[src/rtl/sync_fifo_ctrl.sv]
// sync_fifo_ctrl: single-clock FIFO. It holds the storage array and also has
// pointer control, occupancy count, status flags and overflow/underflow pulses.
//
// Ports:
//   clk, rst         clock (rising edge); asynchronous active-high reset
//   wr_en, wr_data   write request and data; dropped while full
//   rd_en            pop request; rejected while empty
//   rd_valid/rd_data popped word (registered mode) or head word (FWFT mode)
//   full, empty, almost_full, almost_empty, count   occupancy status
//   overflow/underflow   one-cycle pulse per write-while-full / read-while-empty
//
// Build option:
//   SYNC_FIFO_FWFT_EN  first-word-fall-through. rd_data shows the head entry
//                      combinationally, rd_valid = ~empty, and rd_en pops with
//                      zero latency. When it is undefined, reads are registered
//                      with a latency of one cycle.
module sync_fifo_ctrl #(
    parameter int DATA_WIDTH    = 8,
    parameter int FIFO_DEPTH    = 8,
    parameter int PTR_WIDTH     = 3,
    parameter int AFULL_THRESH  = 6,
    parameter int AEMPTY_THRESH = 1
) (
    input  logic                  clk,
    input  logic                  rst,
    input  logic                  wr_en,
    input  logic [DATA_WIDTH-1:0] wr_data,
    input  logic                  rd_en,
    output logic                  rd_valid,
    output logic [DATA_WIDTH-1:0] rd_data,
    output logic                  full,
    output logic                  empty,
    output logic                  almost_full,
    output logic                  almost_empty,
    output logic [PTR_WIDTH:0]    count,
    output logic                  overflow,
    output logic                  underflow
);

    localparam logic [PTR_WIDTH:0] PTR_ONE    = {{PTR_WIDTH{1'b0}}, 1'b1};
    localparam logic [PTR_WIDTH:0] AFULL_LVL  = AFULL_THRESH[PTR_WIDTH:0];
    localparam logic [PTR_WIDTH:0] AEMPTY_LVL = AEMPTY_THRESH[PTR_WIDTH:0];

    logic [DATA_WIDTH-1:0] mem_q [FIFO_DEPTH];

    // Pointers carry one extra wrap bit. It tells full apart from empty when
    // the two addresses are equal.
    logic [PTR_WIDTH:0] wr_ptr_q, wr_ptr_d;
    logic [PTR_WIDTH:0] rd_ptr_q, rd_ptr_d;
    logic [PTR_WIDTH:0] count_q, count_d;
    logic               overflow_q, overflow_d;
    logic               underflow_q, underflow_d;

    logic [PTR_WIDTH-1:0] wr_addr, rd_addr;
    logic                 full_w, empty_w, wr_acc, rd_acc;

    assign wr_addr = wr_ptr_q[PTR_WIDTH-1:0];
    assign rd_addr = rd_ptr_q[PTR_WIDTH-1:0];
    assign full_w  = (wr_addr == rd_addr) && (wr_ptr_q[PTR_WIDTH] != rd_ptr_q[PTR_WIDTH]);
    assign empty_w = (wr_ptr_q == rd_ptr_q);

    // Status comes only from registered state. When the FIFO is full a
    // simultaneous read still drains, and when it is empty a simultaneous
    // write still fills. No data passes from write to read in the same cycle.
    assign wr_acc = wr_en & ~full_w;
    assign rd_acc = rd_en & ~empty_w;

    always_comb begin
        wr_ptr_d    = wr_ptr_q;
        rd_ptr_d    = rd_ptr_q;
        count_d     = count_q;
        overflow_d  = wr_en & full_w;
        underflow_d = rd_en & empty_w;
        if (wr_acc) wr_ptr_d = wr_ptr_q + PTR_ONE;
        if (rd_acc) rd_ptr_d = rd_ptr_q + PTR_ONE;
        case ({wr_acc, rd_acc})
            2'b10:   count_d = count_q + PTR_ONE;
            2'b01:   count_d = count_q - PTR_ONE;
            default: count_d = count_q;
        endcase
    end

    always_ff @(posedge clk or posedge rst) begin
        if (rst) begin
            wr_ptr_q    <= '0;
            rd_ptr_q    <= '0;
            count_q     <= '0;
            overflow_q  <= 1'b0;
            underflow_q <= 1'b0;
        end else begin
            wr_ptr_q    <= wr_ptr_d;
            rd_ptr_q    <= rd_ptr_d;
            count_q     <= count_d;
            overflow_q  <= overflow_d;
            underflow_q <= underflow_d;
        end
    end

    // Storage has no reset. Entries are only ever read after they are written.
    always_ff @(posedge clk) begin
        if (wr_acc) mem_q[wr_addr] <= wr_data;
    end

`ifdef SYNC_FIFO_FWFT_EN
    assign rd_data  = mem_q[rd_addr];
    assign rd_valid = ~empty_w;
`else
    logic                  rd_valid_q, rd_valid_d;
    logic [DATA_WIDTH-1:0] rd_data_q, rd_data_d;

    always_comb begin
        rd_valid_d = rd_acc;
        rd_data_d  = rd_acc ? mem_q[rd_addr] : rd_data_q;
    end

    always_ff @(posedge clk or posedge rst) begin
        if (rst) begin
            rd_valid_q <= 1'b0;
            rd_data_q  <= '0;
        end else begin
            rd_valid_q <= rd_valid_d;
            rd_data_q  <= rd_data_d;
        end
    end

    assign rd_data  = rd_data_q;
    assign rd_valid = rd_valid_q;
`endif

    assign full         = full_w;
    assign empty        = empty_w;
    assign count        = count_q;
    assign almost_full  = (count_q >= AFULL_LVL);
    assign almost_empty = (count_q <= AEMPTY_LVL);
    assign overflow     = overflow_q;
    assign underflow    = underflow_q;

endmodule
[config.mk]
export PLATFORM = sky130hd
export DESIGN_NAME = sync_fifo_ctrl
export DESIGN_NICKNAME = d
export VERILOG_FILES = /design/src/rtl/sync_fifo_ctrl.sv
export SDC_FILE = /design/constraint.sdc
export NUM_CORES = 1
export LEC_CHECK = 0
export ABC_AREA = 1
export CORE_MARGIN = 3
export CORE_UTILIZATION = 58
export DETAILED_ROUTE_END_ITERATION = 10
export PLACE_DENSITY = 0.79
export SYNTH_ARGS = -nofsm -noshare
export SYNTH_HDL_FRONTEND = slang
export SYNTH_SLANG_ARGS = --single-unit
[constraint.sdc]
create_clock -name clk -period 2.5 [get_ports clk]
set_clock_uncertainty 0.15 [all_clocks]
set_input_delay 0.375 -clock clk [delete_from_list [all_inputs] [get_ports clk]]
set_output_delay 0.375 -clock clk [all_outputs]
set_load 0.05 [all_outputs]
==> impl_results.md, run 1 <==
* Status: completed
* Fillers at 540
* Reg2reg path depth at 13
* Cells after DPL at 578
* Synth area leader: edfxtp_1
* Main combinational cell family by area after synthesis: simple AND/OR/NAND/NOR gates
* Site row count at 30
* Full die area at 8280 sq um
* Syn avg cell area at 9.353 sq um
* Footprint of the multi-input gates at 1261 sq um
* Port bufs at 30
* Hold Crit Class: reg -> reg
* Grt total ovfl at 0
* Slew @ Worst Pin at 874.9 ps
* RSZ-0062 raised after global routing: false
* Period Utilization, post-route at 91.39%
* Setup bufs post-CTS at 0
* Gr usage total at 20.58%
* DP Worst Slack at 174.0 ps
* Pleak at 2.333 nW
* Clock Pin Slew Worst Setup and Hold Paths at 80 ps
* I/O pin count at 31
* Yosys warnings at 0
* Die height at 91.00 um
* Hold Vio Cnt, Final at 0
* Antenna violations before repair at 0
* Pwr dens at 1202 nW/um^2
* Multiplexer share of the synthesized area at 0%
* Root Buffer Master: clkbuf_8
* Crit. End Element: register
* Vias per cell at 4.837
* Vias at 2873
* Crit path arrival time at 2380 ps
* Fin. max-slew vios at 0
* CTS Buffer Depth at 2
* Final Total Pwr at 5.820 mW
* Num CTS Buffers at 9
* Non-filler instance count after layout at 594
* #FFs+latches synth at 87
* DR pass1 iterations at 4
* Post-synthesis cell type count at 22
* Compound-gate portion of the synthesized area at 0.3583%
* Register area share after synthesis at 59.60%
* Fmax at 437.7 MHz
* Hold-critical path depth at 2
* CP Class: reg -> reg
* Cell Area, Synth at 4190 sq um
* Fraction of the mapped netlist area in simple logic gates at 25.68%
* Initial Util at 60.67%
* Post-CTS Hold Buffers at 0
* Placed Area at 4658 sq um
* First-pass GRT wire length at 13280 um
* Vias in the first global route at 2741
* Syn Nets at 467
* DP Wirelength at 5486 um
* Final net count at 512
* Share of the synthesized area in the top cell type at 45.86%
* Share of post-route cells with drive strength above 1 at 14.46%
* Post-synthesis adder-cell area fraction at 2.090%
* Max-cap viol count at 0
* Final Setup Violations at 0
* Detail Route Antenna Nets at 0
* Largest net degree at the start of global routing at 38
* CTS tree: yes
* Largest cells by area after synthesis: edfxtp_1 46%, nand2_1 14%, dfrtp_1 14%
* Core ar. at 6907 sq um
* Post-Synth XOR/XNOR Area at 1.851%
* DRC at 0
* Post-layout util at 70.11%
* Slew headroom at 41.61%
* DIE WIDTH at 91.00 um
* Reg area at 2499 sq um
* Final wirelength at 7982 um
* DRT iter0 DRCs at 223
* CTS H-Tree Depth at 3
* Final setup TNS at 0 ps
* Average wire per cell in the routed design at 13.44 um
* Worst endpoint required time at 2600 ps
* Final Cell Area at 4842 sq um
* Clock Sinks at 87
* Worst hold slack at 340.7 ps
* Area Overhead vs Synth at 15.56%
* Clk_lat worst skew at 350 ps
* Crit path max fanout at 13
* Fin crit period at 2285 ps
* Ant diodes at 0
* Post-Syn Instances at 448
* CP Launch Type: register
* Routability-driven placement congestion ratio at 0.8637
* Peak VDD IR at 0.0005148 V
* Post-route setup slack at 215.3 ps
==> cells by family (layout without fill, tap and decap cells) <==
group / count (synthesis) / in the layout
and+or+nand+nor: 243 / 243
buffers and inverters: 100 / 150
DFF: 87 / 87
xor gates and xnor gates: 8 / 8
adders and majority gates: 7 / 7
AOI/OAI and AO/OA: 3 / 3
==> path summary, 6_finish.rpt <==
kind / from / end / slack (ps)
min in group asynchronous: rst / wr_ptr_q[3]$_DFFE_PP0P_ / 350
worst max-delay path: rd_ptr_q[2]$_DFFE_PP0P_ / count[3]$_DFFE_PP0P_ / 220
worst max register to register: rd_ptr_q[2]$_DFFE_PP0P_ / count[3]$_DFFE_PP0P_ / 220
worst min register to register: rd_data[1]$_DFFE_PP0P_ / rd_data[1]$_DFFE_PP0P_ / 340
worst min-delay path: rd_data[1]$_DFFE_PP0P_ / rd_data[1]$_DFFE_PP0P_ / 340
max in group asynchronous: rst / rd_ptr_q[2]$_DFFE_PP0P_ / 1250
==> power by group <==
group / total (mW) / leakage [nW] / internal [mW] / switching, mW
sequential: 2.12 / 0.864 / 1.88 / 0.244
combinational: 2.81 / 1.38 / 0.949 / 1.86
clock: 0.890 / 0.0890 / 0.418 / 0.472
==> per-layer routing <==
| layer | track usage (%) | share of wire [%] |
|---|---|---|
| met5 | 0 | 0 |
| met4 | 8.417 | 2.4 |
| met3 | 4.225 | 6.3 |
| met2 | 33.35 | 47 |
| met1 | 27.16 | 44 |
==> critical path, cell delays in order, from the launching register on <==
cell	delay, ps
dfrtp_2	510
inv_2	180
nand2_2	70
nand2_2	80
nand2_2	80
nor2_2	230
nor2_4	100
ha_1	250
inv_1	90
nand2_1	50
o21ai_0	200
nand3_1	90
nand2_1	80
inv_1	30
==> cells in the mapped netlist <==
| cell type | number |
|---|---|
| inv_2 | 7 |
| edfxtp_1 | 64 |
| buf_12 | 1 |
| nand4_2 | 1 |
| buf_2 | 9 |
| nand3_1 | 47 |
| nor2_4 | 2 |
| nor2_2 | 1 |
| nand2_2 | 16 |
| nor2_1 | 15 |
| o21ai_0 | 3 |
| nor3_1 | 1 |
| nand2_4 | 5 |
| xnor2_2 | 1 |
| buf_6 | 4 |
| nand2_1 | 155 |
| xor2_1 | 5 |
| ha_1 | 7 |
| inv_1 | 78 |
| xnor2_1 | 2 |
| buf_4 | 1 |
| dfrtp_1 | 23 |
==> placed cells by master (no fill, tap or decap), drive strengths merged <==
master / count
xor2: 5
buf: 22
clkbuf: 12
nand3: 47
clkinvlp: 2
nand4: 1
o21ai: 3
clkdlybuf4s50: 26
clkinv: 1
nor2: 18
nand2: 176
dlygate4sd2: 1
dfrtp: 23
xnor2: 3
ha: 7
inv: 86
edfxtp: 64
nor3: 1
==> layout make-up <==
type	count	area share (%)
clock inverter	4	0.5943
tap	96	2.481
clock buffer	12	3.204
sequential	87	51.60
inverter	85	6.589
multi-input combinational	261	26.05
timing repair buffer	49	9.483
==> sequential cells by signal, summed over array words and instances, names as in the netlist <==
name / count
mem_q: 64
rd_ptr_q: 4
overflow: 1
wr_ptr_q: 4
rd_data: 8
count: 4
rd_valid: 1
underflow: 1
==> what timing repair did <==
action                     4_1_cts  5_1_grt
cloned                           0        0
resized for setup                1        1
setup endpoints to repair        1        3
(Power assumes the default switching activity.)
==> inputs of run 2 (changes only) <==
Settings changed: CTS_CLUSTER_SIZE set to 12, MAX_ROUTING_LAYER set to met4.
==> run 2 against run 1 <==
Net effect: global-route usage increased by 0.59 points; core utilization unchanged; via count increased by 1.0%; worst setup slack improved by 1.8 ps; sequential share of layout area unchanged; die area unchanged; final cell count unchanged; first-iteration DRC count decreased by 8.1%; register-to-register slack about the same; routed wire length increased by 0.34%; maximum frequency about the same.
==> impl_results.md, run 2 (synthesized netlist as in run 1, its figures left out) <==
* Status: completed (unchanged)
* Pleak at 2.333 nW (unchanged)
* Initial Util at 60.67% (unchanged)
* Vias per cell at 4.887 (was 4.837)
* Port bufs at 30 (unchanged)
* DRT iter0 DRCs at 205 (was 223)
* Vias at 2903 (was 2873)
* CTS Buffer Depth at 2 (unchanged)
* Met1 usage at 27.16% (unchanged)
* DIE WIDTH at 91.00 um (unchanged)
* Final net count at 512 (unchanged)
* First-pass GRT wire length at 13270 um (was 13280 um)
* DR pass1 iterations at 5 (was 4)
* Met3 GRT Util at 4.225% (unchanged)
* Fin crit period at 2283 ps (was 2285 ps)
* Die height at 91.00 um (unchanged)
* Clock Pin Slew Worst Setup and Hold Paths at 80 ps (about the same)
* Site row count at 30 (unchanged)
* Most frequent cells in the layout: 155 x nand2_1, 78 x inv_1, 64 x edfxtp_1, 47 x nand3_1, 26 x clkdlybuf4s50_1 (unchanged)
* CP Class: reg -> reg (unchanged)
* Pwr dens at 1203 nW/um^2 (was 1202 nW/um^2)
* Crit. End Element: register (unchanged)
* Fin. max-slew vios at 0 (unchanged)
* Non-filler instance count after layout at 594 (unchanged)
* Fmax at 438.0 MHz (was 437.7 MHz)
* Hold Crit Class: reg -> reg (unchanged)
* Largest Register: mem_q (unchanged)
* Clk_lat worst skew at 340 ps (was 350 ps)
* Routability-driven placement congestion ratio at 0.8777 (was 0.8637)
* Worst endpoint required time at 2600 ps (about the same)
* Ant diodes at 0 (unchanged)
* Num CTS Buffers at 9 (unchanged)
* Final setup TNS at 0 ps (unchanged)
* Cells after DPL at 578 (unchanged)
* Routing usage on met2 at 33.35% (unchanged)
* Peak VDD IR at 0.0005125 V (was 0.0005148 V)
* CTS H-Tree Depth at 3 (unchanged)
* RSZ-0062 raised after global routing: false (unchanged)
* Period Utilization, post-route at 91.32% (was 91.39%)
* Crit path max fanout at 13 (unchanged)
* Max-cap viol count at 0 (unchanged)
* Full die area at 8280 sq um (unchanged)
* Vias in the first global route at 2737 (was 2741)
* Slew @ Worst Pin at 879.1 ps (was 874.9 ps)
* Area Overhead vs Synth at 15.56% (unchanged)
* Crit path arrival time at 2380 ps (about the same)
* CTS tree: yes (unchanged)
* Antenna violations before repair at 0 (unchanged)
* Clock Sinks at 87 (unchanged)
* Final Setup Violations at 0 (unchanged)
* Largest register FFs at 64 (unchanged)
* Hold Vio Cnt, Final at 0 (unchanged)
* DRC at 0 (unchanged)
* Gr usage total at 21.17% (was 20.58%)
* CP Launch Type: register (unchanged)
* Worst hold slack at 340.7 ps (about the same)
* Root Buffer Master: clkbuf_8 (unchanged)
* Share of post-route cells with drive strength above 1 at 14.46% (unchanged)
* Post-CTS Hold Buffers at 0 (unchanged)
* Grt total ovfl at 0 (unchanged)
* Largest net degree at the start of global routing at 38 (unchanged)
* Average wire per cell in the routed design at 13.48 um (was 13.44 um)
* Most Used Layer, Global Route: met2 (unchanged)
* Most common library cell in the layout ignoring fill and taps: nand2_1 (unchanged)
* Detail Route Antenna Nets at 0 (unchanged)
* I/O pin count at 31 (unchanged)
* DP Wirelength at 5486 um (unchanged)
* Final wirelength at 8009 um (was 7982 um)
* Slew headroom at 41.33% (was 41.61%)
* Core ar. at 6907 sq um (unchanged)
run 2: cell counts in the layout (fill, tap and decap cells not counted):
Identical to the previous run, type by type.
run 2: layout make-up:
type                       instances  area (sq um)
clock buffer                      12         155.1
fill                             540          2064
tap                               96         120.1
inverter                          85         319.1
multi-input combinational        261          1261
clock inverter                     4         28.78
timing repair buffer              49         459.2
sequential                        87          2499
run 2: worst max-delay path: stages (launching register included):
cell     delay (ps)
dfrtp_2         510
inv_2           180
nand2_2          60
nand2_2          80
nand2_2          70
nor2_2          230
nor2_4          100
ha_1            250
inv_1            90
nand2_1          50
o21ai_0         200
nand3_1          90
nand2_1          80
inv_1            30
run 2: path summary, 6_finish.rpt:
kind,from,end,slack [ps],cells after the start
hold reg to reg,rd_data[1]$_DFFE_PP0P_,rd_data[1]$_DFFE_PP0P_,340,2
hold / removal,rd_data[1]$_DFFE_PP0P_,rd_data[1]$_DFFE_PP0P_,340,2
setup / recovery,rd_ptr_q[2]$_DFFE_PP0P_,count[3]$_DFFE_PP0P_,220,13
max in group asynchronous,rst,rd_ptr_q[2]$_DFFE_PP0P_,1250,2
setup reg to reg,rd_ptr_q[2]$_DFFE_PP0P_,count[3]$_DFFE_PP0P_,220,13
min in group asynchronous,rst,wr_ptr_q[3]$_DFFE_PP0P_,360,2
run 2: routing by layer:
| metal | vias to the layer above | part of all wire [%] |
|---|---|---|
| met1 | 1305 | 45 |
| met3 | 20 | 5.7 |
| li1 | 1470 | - |
| met2 | 108 | 47 |
| met5 | - | 0 |
| met4 | 0 | 2.2 |
run 2: metrics by stage:
| stage | total power [mW] | area, sq um | utilization, % | setup WS (ps) |
|---|---|---|---|---|
| CTS | 5.839 | 4841 | 70.09 | 138.6 |
| global route | 6.221 | 4842 | 70.11 | 18.48 |
| floorplan | 4.185 | 4195 | - | 105.1 |
| global placement | 4.869 | 4658 | 67.45 | 271.3 |
| finish | 5.824 | 4842 | 70.11 | 217.1 |
| detailed placement | 4.949 | 4658 | 67.45 | 174.0 |
run 2: what timing repair did:
action / 4_1_cts / 5_1_grt
setup buffers: 0 / 0
gates resized for setup: 1 / 1
endpoints found under the setup margin: 1 / 3
pin swaps: 0 / 0
run 2: where the power goes:
part / leakage (nW) / total, mW / internal, mW / switching (mW)
logic: 1.38 / 2.81 / 0.948 / 1.86
clock network: 0.0890 / 0.890 / 0.418 / 0.472
registers: 0.864 / 2.12 / 1.88 / 0.246
==> inputs of run 3 (changes only) <==
Settings changed: SLEW_MARGIN set to 30.
==> run 3 against run 2 <==
Net effect: register-to-register slack about the same; first-iteration DRC count unchanged; combinational power about the same; count of clock-buffer cells in the layout unchanged; global-route usage unchanged; non-clock buffer count unchanged; routed wire length about the same; maximum frequency about the same.
==> impl_results.md, run 3 (synthesized netlist as in run 1, its figures left out) <==
* Initial Util at 60.67% (unchanged)
* Port bufs at 30 (unchanged)
* DRC at 0 (unchanged)
* Site row count at 30 (unchanged)
* Full die area at 8280 sq um (unchanged)
* Antenna violations before repair at 0 (unchanged)
* RSZ-0062 raised after global routing: false (unchanged)
* DR pass1 iterations at 5 (unchanged)
* Most frequent cells in the layout: 155 x nand2_1, 77 x inv_1, 64 x edfxtp_1, 47 x nand3_1, 26 x clkdlybuf4s50_1 (was 155 x nand2_1, 78 x inv_1, 64 x edfxtp_1, 47 x nand3_1, 26 x clkdlybuf4s50_1)
* R2R setup slack at 220 ps (about the same)
* DP Wirelength at 5486 um (unchanged)
* CP Class: reg -> reg (unchanged)
* Vias at 2902 (was 2903)
* DP Worst Slack at 174.0 ps (unchanged)
* Clock Pin Slew Worst Setup and Hold Paths at 80 ps (about the same)
* CTS H-Tree Depth at 3 (unchanged)
* Root Buffer Master: clkbuf_8 (unchanged)
* Fmax at 438.0 MHz (about the same)
* Fin. max-slew vios at 0 (unchanged)
* Hold Vio Cnt, Final at 0 (unchanged)
* Pleak at 2.329 nW (was 2.333 nW)
* Most frequent CP cell: nand2_2 (unchanged)
* Ant diodes at 0 (unchanged)
* Average wire per cell in the routed design at 13.47 um (was 13.48 um)
* Detail Route Antenna Nets at 0 (unchanged)
* Worst-path cell chain: inv_2 > nand2_2 > nand2_2 > nand2_2 > nor2_2 > nor2_4 > ha_1 > inv_1 > nand2_1 > o21ai_0 > nand3_1 > nand2_1 > inv_1 (unchanged)
* CTS Buffer Depth at 2 (unchanged)
* Most common library cell in the layout ignoring fill and taps: nand2_1 (unchanged)
* CP Launch Type: register (unchanged)
* DIE WIDTH at 91.00 um (unchanged)
* I/O pin count at 31 (unchanged)
* Period Utilization, post-route at 91.32% (about the same)
* Final wirelength at 8002 um (was 8009 um)
* Max-cap viol count at 0 (unchanged)
* Fillers at 540 (unchanged)
* Vias in the first global route at 2737 (unchanged)
* Peak VDD IR at 0.0005119 V (was 0.0005125 V)
* DRT iter0 DRCs at 205 (unchanged)
* Largest register FFs at 64 (unchanged)
* Placed Area at 4658 sq um (unchanged)
* Clock Sinks at 87 (unchanged)
* Pwr dens at 1203 nW/um^2 (about the same)
* Largest Register: mem_q (unchanged)
* Crit path max fanout at 13 (unchanged)
* Post-route setup slack at 217.1 ps (about the same)
* Slowest stage delay, CP at 510 ps (about the same)
* Routability-driven placement congestion ratio at 0.8777 (unchanged)
* CP max stage cell: dfrtp_2 (unchanged)
* Gr usage total at 21.17% (unchanged)
* Die height at 91.00 um (unchanged)
* Largest net degree at the start of global routing at 38 (unchanged)
* Grt total ovfl at 0 (unchanged)
* Fin crit period at 2283 ps (about the same)
* First-pass GRT wire length at 13270 um (unchanged)
* Status: completed (unchanged)
* Crit. End Element: register (unchanged)
* Share of post-route cells with drive strength above 1 at 14.46% (unchanged)
* Hold Crit Class: in -> async (was reg -> reg)
* Setup bufs post-CTS at 0 (unchanged)
* Slew @ Worst Pin at 831.5 ps (was 879.1 ps)
* CTS tree: yes (unchanged)
* Slew headroom at 44.22% (was 41.33%)
* Clk_lat worst skew at 340 ps (about the same)
* Final Total Pwr at 5.823 mW (was 5.824 mW)
* Final Setup Violations at 0 (unchanged)
* Final setup TNS at 0 ps (unchanged)
* Final net count at 512 (unchanged)
* Final Cell Area at 4842 sq um (unchanged)
* Area Overhead vs Synth at 15.56% (unchanged)
* Vias per cell at 4.886 (was 4.887)
* Crit path arrival time at 2380 ps (about the same)
* Num CTS Buffers at 9 (unchanged)
* Worst endpoint required time at 2600 ps (about the same)
* Core ar. at 6907 sq um (unchanged)
==> run 3: what timing repair did <==
| action | 4_1_cts | 5_1_grt |
|---|---|---|
| hold buffers | 0 | 0 |
| gates resized for setup | 1 | 1 |
| gates cloned | 0 | 0 |
| setup endpoints to repair | 1 | 3 |
==> run 3: final timing paths <==
check,depth (start not counted),startpoint,end
max,13,rd_ptr_q[2]$_DFFE_PP0P_,count[3]$_DFFE_PP0P_
min,2,rst,count[2]$_DFFE_PP0P_
max reg2reg,13,rd_ptr_q[2]$_DFFE_PP0P_,count[3]$_DFFE_PP0P_
min reg2reg,2,rd_data[1]$_DFFE_PP0P_,rd_data[1]$_DFFE_PP0P_
max in group asynchronous,2,rst,rd_ptr_q[2]$_DFFE_PP0P_
min in group clk,2,rd_data[1]$_DFFE_PP0P_,rd_data[1]$_DFFE_PP0P_
==> run 3: final cells by class <==
cell class                 count  area, sq um  share of cell area (%)
tap                           96        120.1                   2.481
inverter                      85        319.1                   6.589
multi-input combinational    261         1261                   26.05
sequential                    87         2499                   51.60
clock buffer                  12        155.1                   3.204
clock inverter                 4        28.78                  0.5943
timing repair buffer          49        459.2                   9.483
==> run 3: critical path, delay by kind of cell, from the launching register on <==
kind | cells | cell delay (ps)
simple gates | 8 | 760
flops | 1 | 510
buf+inv | 3 | 300
fa+ha+maj | 1 | 250
compound gates | 1 | 200
==> run 3: power by group <==
part / switching [mW] / leakage (nW) / internal (mW)
clock: 0.472 / 0.0890 / 0.418
sequential: 0.246 / 0.864 / 1.88
combinational: 1.86 / 1.38 / 0.949
==> run 3: per-layer routing <==
| layer | vias to the layer above | GRT usage (%) | wire, um |
|---|---|---|---|
| met5 | - | - | 0 |
| met4 | 0 | 8.417 | 176 |
| met3 | 18 | 4.225 | 428 |
| met2 | 106 | 33.35 | 3787 |
| met1 | 1308 | 27.16 | 3610 |
| li1 | 1470 | - | - |
==> run 3: stage by stage <==
step,hold WS [ps],utilization [%],instances
after floorplan,226.9,-,448
after global placement,311.4,67.45,578
after detailed placement,319.0,67.45,578
after CTS,341.1,70.09,594
after global routing,287.2,70.11,594
final,242.2,70.11,594
